==> src/rtl/gain_pkg.sv <==
// Shared constants, debounce state encoding and the saturating shift helper
// for the multi-channel gain ramp.
package gain_pkg;

   localparam int DEF_CH        = 2;
   localparam int DEF_DATA_W    = 16;
   localparam int DEF_GAIN_W    = 8;
   localparam int DEF_GAIN_FRAC = 6;

   typedef enum logic [1:0] {
      REL,
      PRESS_WAIT,
      PRESSED,
      REL_WAIT
   } deb_state_t;

   // Arithmetic shift right by frac, then clamp into a signed out_w-bit range.
   function automatic logic signed [63:0] sat_shift(input logic signed [63:0] product,
                                                    input int                 frac,
                                                    input int                 out_w);
      logic signed [63:0] shifted;
      logic signed [63:0] hi;
      logic signed [63:0] lo;
      shifted = product >>> frac;
      hi      = (64'sd1 <<< (out_w - 1)) - 64'sd1;
      lo      = -(64'sd1 <<< (out_w - 1));
      if (shifted > hi)
         sat_shift = hi;
      else if (shifted < lo)
         sat_shift = lo;
      else
         sat_shift = shifted;
   endfunction

endpackage

==> src/rtl/multi_channel_gain_ramp_if.sv <==
// Sample-frame bus: packed multi-channel samples with a valid strobe in each
// direction. The gain stage is the slave, the sample source/sink the master.
interface multi_channel_gain_ramp_if
   import gain_pkg::*;
#(
   parameter int CH     = DEF_CH,
   parameter int DATA_W = DEF_DATA_W
) ();

   logic [CH*DATA_W-1:0] Data_in;
   logic                 in_valid;
   logic [CH*DATA_W-1:0] Data_out;
   logic                 out_valid;

   modport master (
      output Data_in,
      output in_valid,
      input  Data_out,
      input  out_valid
   );

   modport slave (
      input  Data_in,
      input  in_valid,
      output Data_out,
      output out_valid
   );

endinterface

==> src/rtl/key_debounce.sv <==
// Active-low key synchroniser and debouncer. Emits exactly one single-cycle
// step pulse per accepted press; bounces on release never re-trigger.
module key_debounce
   import gain_pkg::*;
#(
   parameter int DEBOUNCE_CYC = 500000
) (
   input  logic Clk,
   input  logic Reset_n,
   input  logic key_n,
   output logic step
);

   localparam int CNT_W = $clog2(DEBOUNCE_CYC + 1);
   localparam logic [CNT_W-1:0] CNT_LAST = CNT_W'(DEBOUNCE_CYC - 1);

   logic [1:0]       sync_q;
   logic             key_low;
   deb_state_t       state_q, state_d;
   logic [CNT_W-1:0] cnt_q, cnt_d;
   logic             step_d;

   // Two-flop synchroniser; idles at "released" (high).
   always_ff @(posedge Clk or negedge Reset_n) begin
      // NOTE: non-blocking assignments in clocked blocks so every flop samples pre-edge values.
      if (!Reset_n)
         sync_q <= 2'b11;
      else
         sync_q <= {sync_q[0], key_n};
   end

   assign key_low = ~sync_q[1];

   // Debounce state, stability counter and registered step pulse.
   always_ff @(posedge Clk or negedge Reset_n) begin
      if (!Reset_n) begin
         state_q <= REL;
         cnt_q   <= '0;
         step    <= 1'b0;
      end else begin
         state_q <= state_d;
         cnt_q   <= cnt_d;
         step    <= step_d;
      end
   end

   // Next-state logic; the counter holds the number of consecutive stable cycles seen.
   always_comb begin
      // NOTE: defaults first so no path leaves a signal unassigned (no latches).
      state_d = state_q;
      cnt_d   = cnt_q;
      step_d  = 1'b0;
      case (state_q)
         REL: begin
            if (key_low) begin
               state_d = PRESS_WAIT;
               cnt_d   = CNT_W'(1);
            end
         end
         PRESS_WAIT: begin
            if (!key_low) begin
               state_d = REL;
            end else if (cnt_q >= CNT_LAST) begin
               state_d = PRESSED;
               step_d  = 1'b1;
            end else begin
               cnt_d = cnt_q + 1'b1;
            end
         end
         PRESSED: begin
            if (!key_low) begin
               state_d = REL_WAIT;
               cnt_d   = CNT_W'(1);
            end
         end
         REL_WAIT: begin
            if (key_low)
               state_d = PRESSED;
            else if (cnt_q >= CNT_LAST)
               state_d = REL;
            else
               cnt_d = cnt_q + 1'b1;
         end
         default: state_d = REL;
      endcase
   end

endmodule

==> src/rtl/multi_channel_gain_ramp.sv <==
// Shared button-controlled gain over CH channels with debounced volume keys,
// mute, per-sample gain ramping and a 2-stage saturating datapath.
// Optional feature: define GAIN_CLIP_DETECT_EN to add sticky per-channel
// clip flags (cleared by reset or a volume-down step).
module multi_channel_gain_ramp
   import gain_pkg::*;
#(
   parameter int CH           = DEF_CH,
   parameter int DATA_W       = DEF_DATA_W,
   parameter int GAIN_W       = DEF_GAIN_W,
   parameter int GAIN_FRAC    = DEF_GAIN_FRAC,
   parameter int MAX_LEVEL    = 15,
   parameter int STEP         = 16,
   parameter int RESET_LEVEL  = 4,
   parameter int RAMP_STEP    = 1,
   parameter int DEBOUNCE_CYC = 500000
) (
   input  logic                             Clk,
   input  logic                             Reset_n,
   input  logic                             Vol_up,
   input  logic                             Vol_down,
   input  logic                             Mute,
   multi_channel_gain_ramp_if.slave         bus,
   output logic [$clog2(MAX_LEVEL+1)-1:0]   level,
`ifdef GAIN_CLIP_DETECT_EN
   output logic [CH-1:0]                    clip,
`endif
   output logic [GAIN_W-1:0]                gain_code
);

   localparam int LVL_W  = $clog2(MAX_LEVEL + 1);
   localparam int PROD_W = DATA_W + GAIN_W + 1;
   localparam logic [LVL_W-1:0]  LVL_MAX   = LVL_W'(MAX_LEVEL);
   localparam logic [LVL_W-1:0]  LVL_RST   = LVL_W'(RESET_LEVEL);
   localparam logic [GAIN_W-1:0] GAIN_RST  = GAIN_W'(RESET_LEVEL * STEP);
   localparam logic [GAIN_W-1:0] RAMP_G    = GAIN_W'(RAMP_STEP);

   logic              up_step, down_step;
   logic [GAIN_W-1:0] target, diff, delta, gain_d;
   logic              v1_q, out_valid_q;

   key_debounce #(.DEBOUNCE_CYC(DEBOUNCE_CYC)) u_key_up (
      .Clk     (Clk),
      .Reset_n (Reset_n),
      .key_n   (Vol_up),
      .step    (up_step)
   );

   key_debounce #(.DEBOUNCE_CYC(DEBOUNCE_CYC)) u_key_down (
      .Clk     (Clk),
      .Reset_n (Reset_n),
      .key_n   (Vol_down),
      .step    (down_step)
   );

   // Volume level: saturating up/down; simultaneous steps cancel.
   always_ff @(posedge Clk or negedge Reset_n) begin
      if (!Reset_n)
         level <= LVL_RST;
      else if (up_step && !down_step && level != LVL_MAX)
         level <= level + 1'b1;
      else if (down_step && !up_step && level != '0)
         level <= level - 1'b1;
   end

   // Target gain and the bounded ramp step taken on each accepted sample.
   always_comb begin
      target = Mute ? '0 : GAIN_W'(int'(level) * STEP);
      diff   = (target > gain_code) ? (target - gain_code) : (gain_code - target);
      delta  = (diff > RAMP_G) ? RAMP_G : diff;
      gain_d = gain_code;
      if (bus.in_valid)
         gain_d = (target > gain_code) ? (gain_code + delta) : (gain_code - delta);
   end

   // Applied gain; the sample in the same cycle still sees the old value.
   always_ff @(posedge Clk or negedge Reset_n) begin
      if (!Reset_n)
         gain_code <= GAIN_RST;
      else
         gain_code <= gain_d;
   end

   // Valid pipeline; reset drops any samples in flight.
   always_ff @(posedge Clk or negedge Reset_n) begin
      if (!Reset_n) begin
         v1_q        <= 1'b0;
         out_valid_q <= 1'b0;
      end else begin
         v1_q        <= bus.in_valid;
         out_valid_q <= v1_q;
      end
   end

   assign bus.out_valid = out_valid_q;

   for (genvar c = 0; c < CH; c++) begin : g_ch
      logic signed [DATA_W-1:0] sample;
      logic signed [PROD_W-1:0] prod_q;
      logic signed [63:0]       sat_full;
      logic [DATA_W-1:0]        dout_q;

      assign sample = bus.Data_in[c*DATA_W +: DATA_W];

      // Stage 1: full-precision signed product with the unsigned gain.
      always_ff @(posedge Clk or negedge Reset_n) begin
         // NOTE: these pipeline registers are reset because the output must read 0 after reset.
         if (!Reset_n)
            prod_q <= '0;
         else if (bus.in_valid)
            prod_q <= PROD_W'(sample) * PROD_W'($signed({1'b0, gain_code}));
      end

      assign sat_full = sat_shift(64'(prod_q), GAIN_FRAC, DATA_W);

      // Stage 2: rescale and saturate; holds between valid samples.
      always_ff @(posedge Clk or negedge Reset_n) begin
         if (!Reset_n)
            dout_q <= '0;
         else if (v1_q)
            dout_q <= DATA_W'(sat_full);
      end

      assign bus.Data_out[c*DATA_W +: DATA_W] = dout_q;

`ifdef GAIN_CLIP_DETECT_EN
      logic clip_q;

      // Sticky clip flag: set when saturation changed the value, cleared by a down step.
      always_ff @(posedge Clk or negedge Reset_n) begin
         if (!Reset_n)
            clip_q <= 1'b0;
         else if (down_step)
            clip_q <= 1'b0;
         else if (v1_q && (sat_full != (64'(prod_q) >>> GAIN_FRAC)))
            clip_q <= 1'b1;
      end

      assign clip[c] = clip_q;
`endif
   end

endmodule

==> src/flat_wrapper.sv <==
// flat-port wrapper written by rule: the top's interface ports become plain ports
module multi_channel_gain_ramp_flat import gain_pkg::*;
#(
   parameter int CH           = DEF_CH,
   parameter int DATA_W       = DEF_DATA_W,
   parameter int GAIN_W       = DEF_GAIN_W,
   parameter int GAIN_FRAC    = DEF_GAIN_FRAC,
   parameter int MAX_LEVEL    = 15,
   parameter int STEP         = 16,
   parameter int RESET_LEVEL  = 4,
   parameter int RAMP_STEP    = 1,
   parameter int DEBOUNCE_CYC = 500000
)
  (Clk, Reset_n, Vol_up, Vol_down, Mute, level, gain_code, bus_Data_in, bus_in_valid, bus_Data_out, bus_out_valid);
  multi_channel_gain_ramp_if #(.CH(CH), .DATA_W(DATA_W)) bus_i ();
  input  logic Clk;
  input  logic Reset_n;
  input  logic Vol_up;
  input  logic Vol_down;
  input  logic Mute;
  output logic [$clog2(MAX_LEVEL+1)-1:0] level;
  output logic [GAIN_W-1:0] gain_code;
  input wire logic [$bits(bus_i.Data_in)-1:0] bus_Data_in;
  input wire logic [$bits(bus_i.in_valid)-1:0] bus_in_valid;
  output wire logic [$bits(bus_i.Data_out)-1:0] bus_Data_out;
  output wire logic [$bits(bus_i.out_valid)-1:0] bus_out_valid;
  assign bus_i.Data_in = bus_Data_in;
  assign bus_i.in_valid = bus_in_valid;
  assign bus_Data_out = bus_i.Data_out;
  assign bus_out_valid = bus_i.out_valid;
  multi_channel_gain_ramp #(.CH(CH), .DATA_W(DATA_W), .GAIN_W(GAIN_W), .GAIN_FRAC(GAIN_FRAC), .MAX_LEVEL(MAX_LEVEL), .STEP(STEP), .RESET_LEVEL(RESET_LEVEL), .RAMP_STEP(RAMP_STEP), .DEBOUNCE_CYC(DEBOUNCE_CYC)) u_core (.Clk(Clk), .Reset_n(Reset_n), .Vol_up(Vol_up), .Vol_down(Vol_down), .Mute(Mute), .bus(bus_i), .level(level), .gain_code(gain_code));
endmodule
==> config.mk <==
export PLATFORM = sky130hd
export DESIGN_NAME = multi_channel_gain_ramp_flat
export DESIGN_NICKNAME = d
export VERILOG_FILES = /design/src/rtl/gain_pkg.sv /design/src/rtl/multi_channel_gain_ramp_if.sv /design/src/rtl/key_debounce.sv /design/src/rtl/multi_channel_gain_ramp.sv /design/src/flat_wrapper.sv
export SDC_FILE = /design/constraint.sdc
export NUM_CORES = 1
export LEC_CHECK = 0
export CAP_MARGIN = 0
export CORE_ASPECT_RATIO = 0.6
export CORE_MARGIN = 1
export CORE_UTILIZATION = 60
export CTS_BUF_LIST = sky130_fd_sc_hd__clkbuf_2 sky130_fd_sc_hd__clkbuf_4 sky130_fd_sc_hd__clkbuf_8
export CTS_CLUSTER_SIZE = 14
export DETAILED_ROUTE_END_ITERATION = 7
export GPL_TIMING_DRIVEN = 0
export HOLD_SLACK_MARGIN = 0.12
export PLACE_DENSITY = 0.86
export SKIP_CTS_REPAIR_TIMING = 1
export SYNTH_ARGS = -nofsm -noshare
export SYNTH_HDL_FRONTEND = slang
export SYNTH_SLANG_ARGS = --single-unit
==> constraint.sdc <==
create_clock -name Clk -period 14.4 [get_ports Clk]
set_input_delay 1.44 -clock Clk [delete_from_list [all_inputs] [get_ports Clk]]
set_output_delay 1.44 -clock Clk [all_outputs]
set_load 0.1 [all_outputs]
==> results.json <==
{
  "skew_ns": 0.0157,
  "drtAntennaViolNets": 0,
  "die_area_um2": 25800,
  "crit_required_ns": 14.74,
  "layout_commonest_cell": "inv_1",
  "dp_hpwl_um": 28900,
  "crit_fanout": 10,
  "start_kind": "flop",
  "yosysUniqueCellTypes": 71,
  "fmax_mhz": 152,
  "antenna_found_initial": 1,
  "synth_area_um2": 15100,
  "grt_use_met1": 0.443,
  "synth_cells": 1614,
  "grt_pass1_vias": 12100,
  "start_util": 0.617,
  "synthTopCellsByArea": "fa_1, dfrtp_1, ha_1",
  "setup_viol": 0,
  "first_iter_violations": 744,
  "cts_buffers": 17,
  "final_cell_mix": "inv_1, fa_1, and2_1",
  "gr-usage-met2": 0.446,
  "n_antenna_cell": 0,
  "path_buf_inv": 6,
  "syn_nets": 1968,
  "postPlaceCellArea_um2": 16300,
  "finalCritPeriodShare": 0.458,
  "overflow": 0,
  "drc": 4,
  "cpLargestDelayFamily": "adder cells",
  "die_w_um": 207,
  "fin_area_um2": 16700,
  "maxSlewHeadroom": 0.301,
  "hp-class": "flop to flop",
  "yosysSeqAreaShare": 0.219,
  "holdWs_ns": 0.358,
  "synth_top_area_cell": "fa_1",
  "clock_latency_ns": 0.47,
  "cap_viol_max_count": 0,
  "grt_pass1_wl_um": 61400,
  "h-tree-depth": 4,
  "area_growth_pct": 10.8,
  "crit_type": "flop to flop",
  "cts_tree": "built",
  "path_cells": "buf_2 -> clkbuf_1 -> clkbuf_1 -> nand2_1 -> fa_1 -> inv_1 -> fa_1 -> inv_1 -> fa_1 -> inv_1 -> fa_1 -> ha_1 -> a21o_1 -> a21o_1 -> a21oi_1 -> o21ai_2 -> a2111o_1 -> a21o_1 -> a21o_1 -> xor2_1 -> mux2_2",
  "rows": 44,
  "drt-pass1-iter-count": 8,
  "wire_per_inst_um": 17.5,
  "core_um2": 24400,
  "worstSetupEndpointType": "flop",
  "gp_congestion": 0.936,
  "cp_data_arrival_time_ns": 6.93,
  "fin_crit_ns": 6.59,
  "crit_slowest_cell": "clkbuf_1",
  "synth_edf_count": 0,
  "status": "finished, violations left",
  "cpPeakStageDelay_ns": 0.69,
  "fin_nets": 2070,
  "grt_util_all_layers": 0.307,
  "synth_top_area_frac": 0.272,
  "hold_viol": 0,
  "ys_ff_latch": 132,
  "top_usage_layer": "met2",
  "grt_max_degree": 102,
  "yosysWarnings": 0,
  "clk_pin_slew_worst_paths_ns": 0.09,
  "async_flop_share": 1.00,
  "setup_tns_ns": 0,
  "rsz0062_at_grt": "false",
  "violations": "design-rule violations",
  "fill_cells": 1895,
  "die_h_um": 125,
  "drive_gt1_frac": 0.0619,
  "via_count": 11400,
  "avgSynthCellArea_um2": 9.35,
  "cts_buffer_depth": 2,
  "synthFlopType": "dfrtp_1",
  "wl_um": 35800,
  "clock_sinks": 132,
  "ios": 83,
  "routed_via_density": 5.55,
  "worstMarginPinSlew_ns": 1.04,
  "post-route-util": 0.684,
  "cts-root-buf": "clkbuf_8",
  "placement.io_buffers": 82,
  "slew_violations": 0,
  "met3_usage": 0.0968
}
[metrics by stage]
step                      setup slack, ns  cells
after detailed placement             7.51   2019
after floorplan                      8.24   1614
final                                7.81   2051
after global placement               6.64   2018
after CTS                            7.95   2051
after global routing                 7.63   2051
[worst paths after layout]
check / startpoint / depth (start not counted) / to / slack, ns
worst min-delay path: u_core.u_key_down.sync_q[0] / 0 / u_core.u_key_down.sync_q[1] / 0.36
worst min register to register: u_core.u_key_down.sync_q[0] / 0 / u_core.u_key_down.sync_q[1] / 0.36
worst max register to register: u_core.gain_code[0] / 21 / u_core.g_ch[0].prod_q[22] / 7.81
worst max-delay path: u_core.gain_code[0] / 21 / u_core.g_ch[0].prod_q[22] / 7.81
max in group asynchronous: Reset_n / 2 / u_core.g_ch[0].prod_q[22] / 12.69
min in group asynchronous: Reset_n / 1 / u_core.gain_code[2] / 0.85
[logic make-up after synthesis]
| family | Yosys count | synth area share |
|---|---|---|
| fa+ha+maj | 316 | 0.364 |
| compound gates | 159 | 0.0707 |
| simple gates | 507 | 0.173 |
| buf+inv | 378 | 0.0957 |
| mux | 44 | 0.0321 |
| xor+xnor | 78 | 0.0453 |
| flops | 132 | 0.219 |
[area by class of cell]
class	count	area, µm²	share of cell area
clock inverter	11	101	0.00606
clock buffer	21	283	0.0169
sequential	132	3310	0.198
buffer	48	206	0.0123
inverter	330	1240	0.0740
timing repair buffer	83	850	0.0508
tap	322	403	0.0241
multi-input combinational	1104	10300	0.618
[sequential cells by signal (all words and copies together), names as in the netlist, named ones only]
signal	flops
u_core.g_ch.prod_q	38
u_core.g_ch.dout_q	32
u_core.u_key_down.cnt_q	19
u_core.u_key_up.cnt_q	19
u_core.gain_code	8
u_core.level	4
u_core.u_key_down.sync_q	2
u_core.u_key_up.sync_q	2
u_core.bus.out_valid	1
u_core.u_key_down.state_q	1
u_core.u_key_down.step	1
u_core.u_key_up.state_q	1
u_core.u_key_up.step	1
u_core.v1_q	1
[cell usage after synthesis, types with 6 or more instances]
cell type,instances
fa_1,205
and3_1,18
nand4_1,11
nand2_1,141
clkbuf_1,40
nor2_1,93
and2_1,156
mux2i_1,9
o22ai_1,32
nor3_1,11
dfrtp_1,126
nand2b_1,10
dfstp_2,6
a31oi_1,7
nor2b_1,10
a21o_1,13
mux2_2,35
or3_1,7
ha_1,111
nand3_1,21
xor2_1,28
inv_1,330
o21ai_0,26
xnor2_1,50
a21oi_1,39
[layer usage]
metal | vias up | wire [µm]
met5 | - | 131
met4 | 2 | 692
met3 | 66 | 3580
met2 | 468 | 15400
met1 | 5629 | 16000
li1 | 5213 | -
[worst reg2reg max path, cell delays in order, from the launching register on]
cell and delay, ns:
dfrtp_1 0.34, buf_2 0.19, clkbuf_1 0.56, clkbuf_1 0.70, nand2_1 0.15, fa_1 0.52
inv_1 0.05, fa_1 0.49, inv_1 0.05, fa_1 0.48, inv_1 0.08, fa_1 0.48
ha_1 0.37, a21o_1 0.20, a21o_1 0.18, a21oi_1 0.18, o21ai_2 0.15, a2111o_1 0.44
a21o_1 0.22, a21o_1 0.21, xor2_1 0.15, mux2_2 0.27
Power is not shown: default switching activity piles up to over one toggle a cycle in this logic, so the estimate is an artifact.
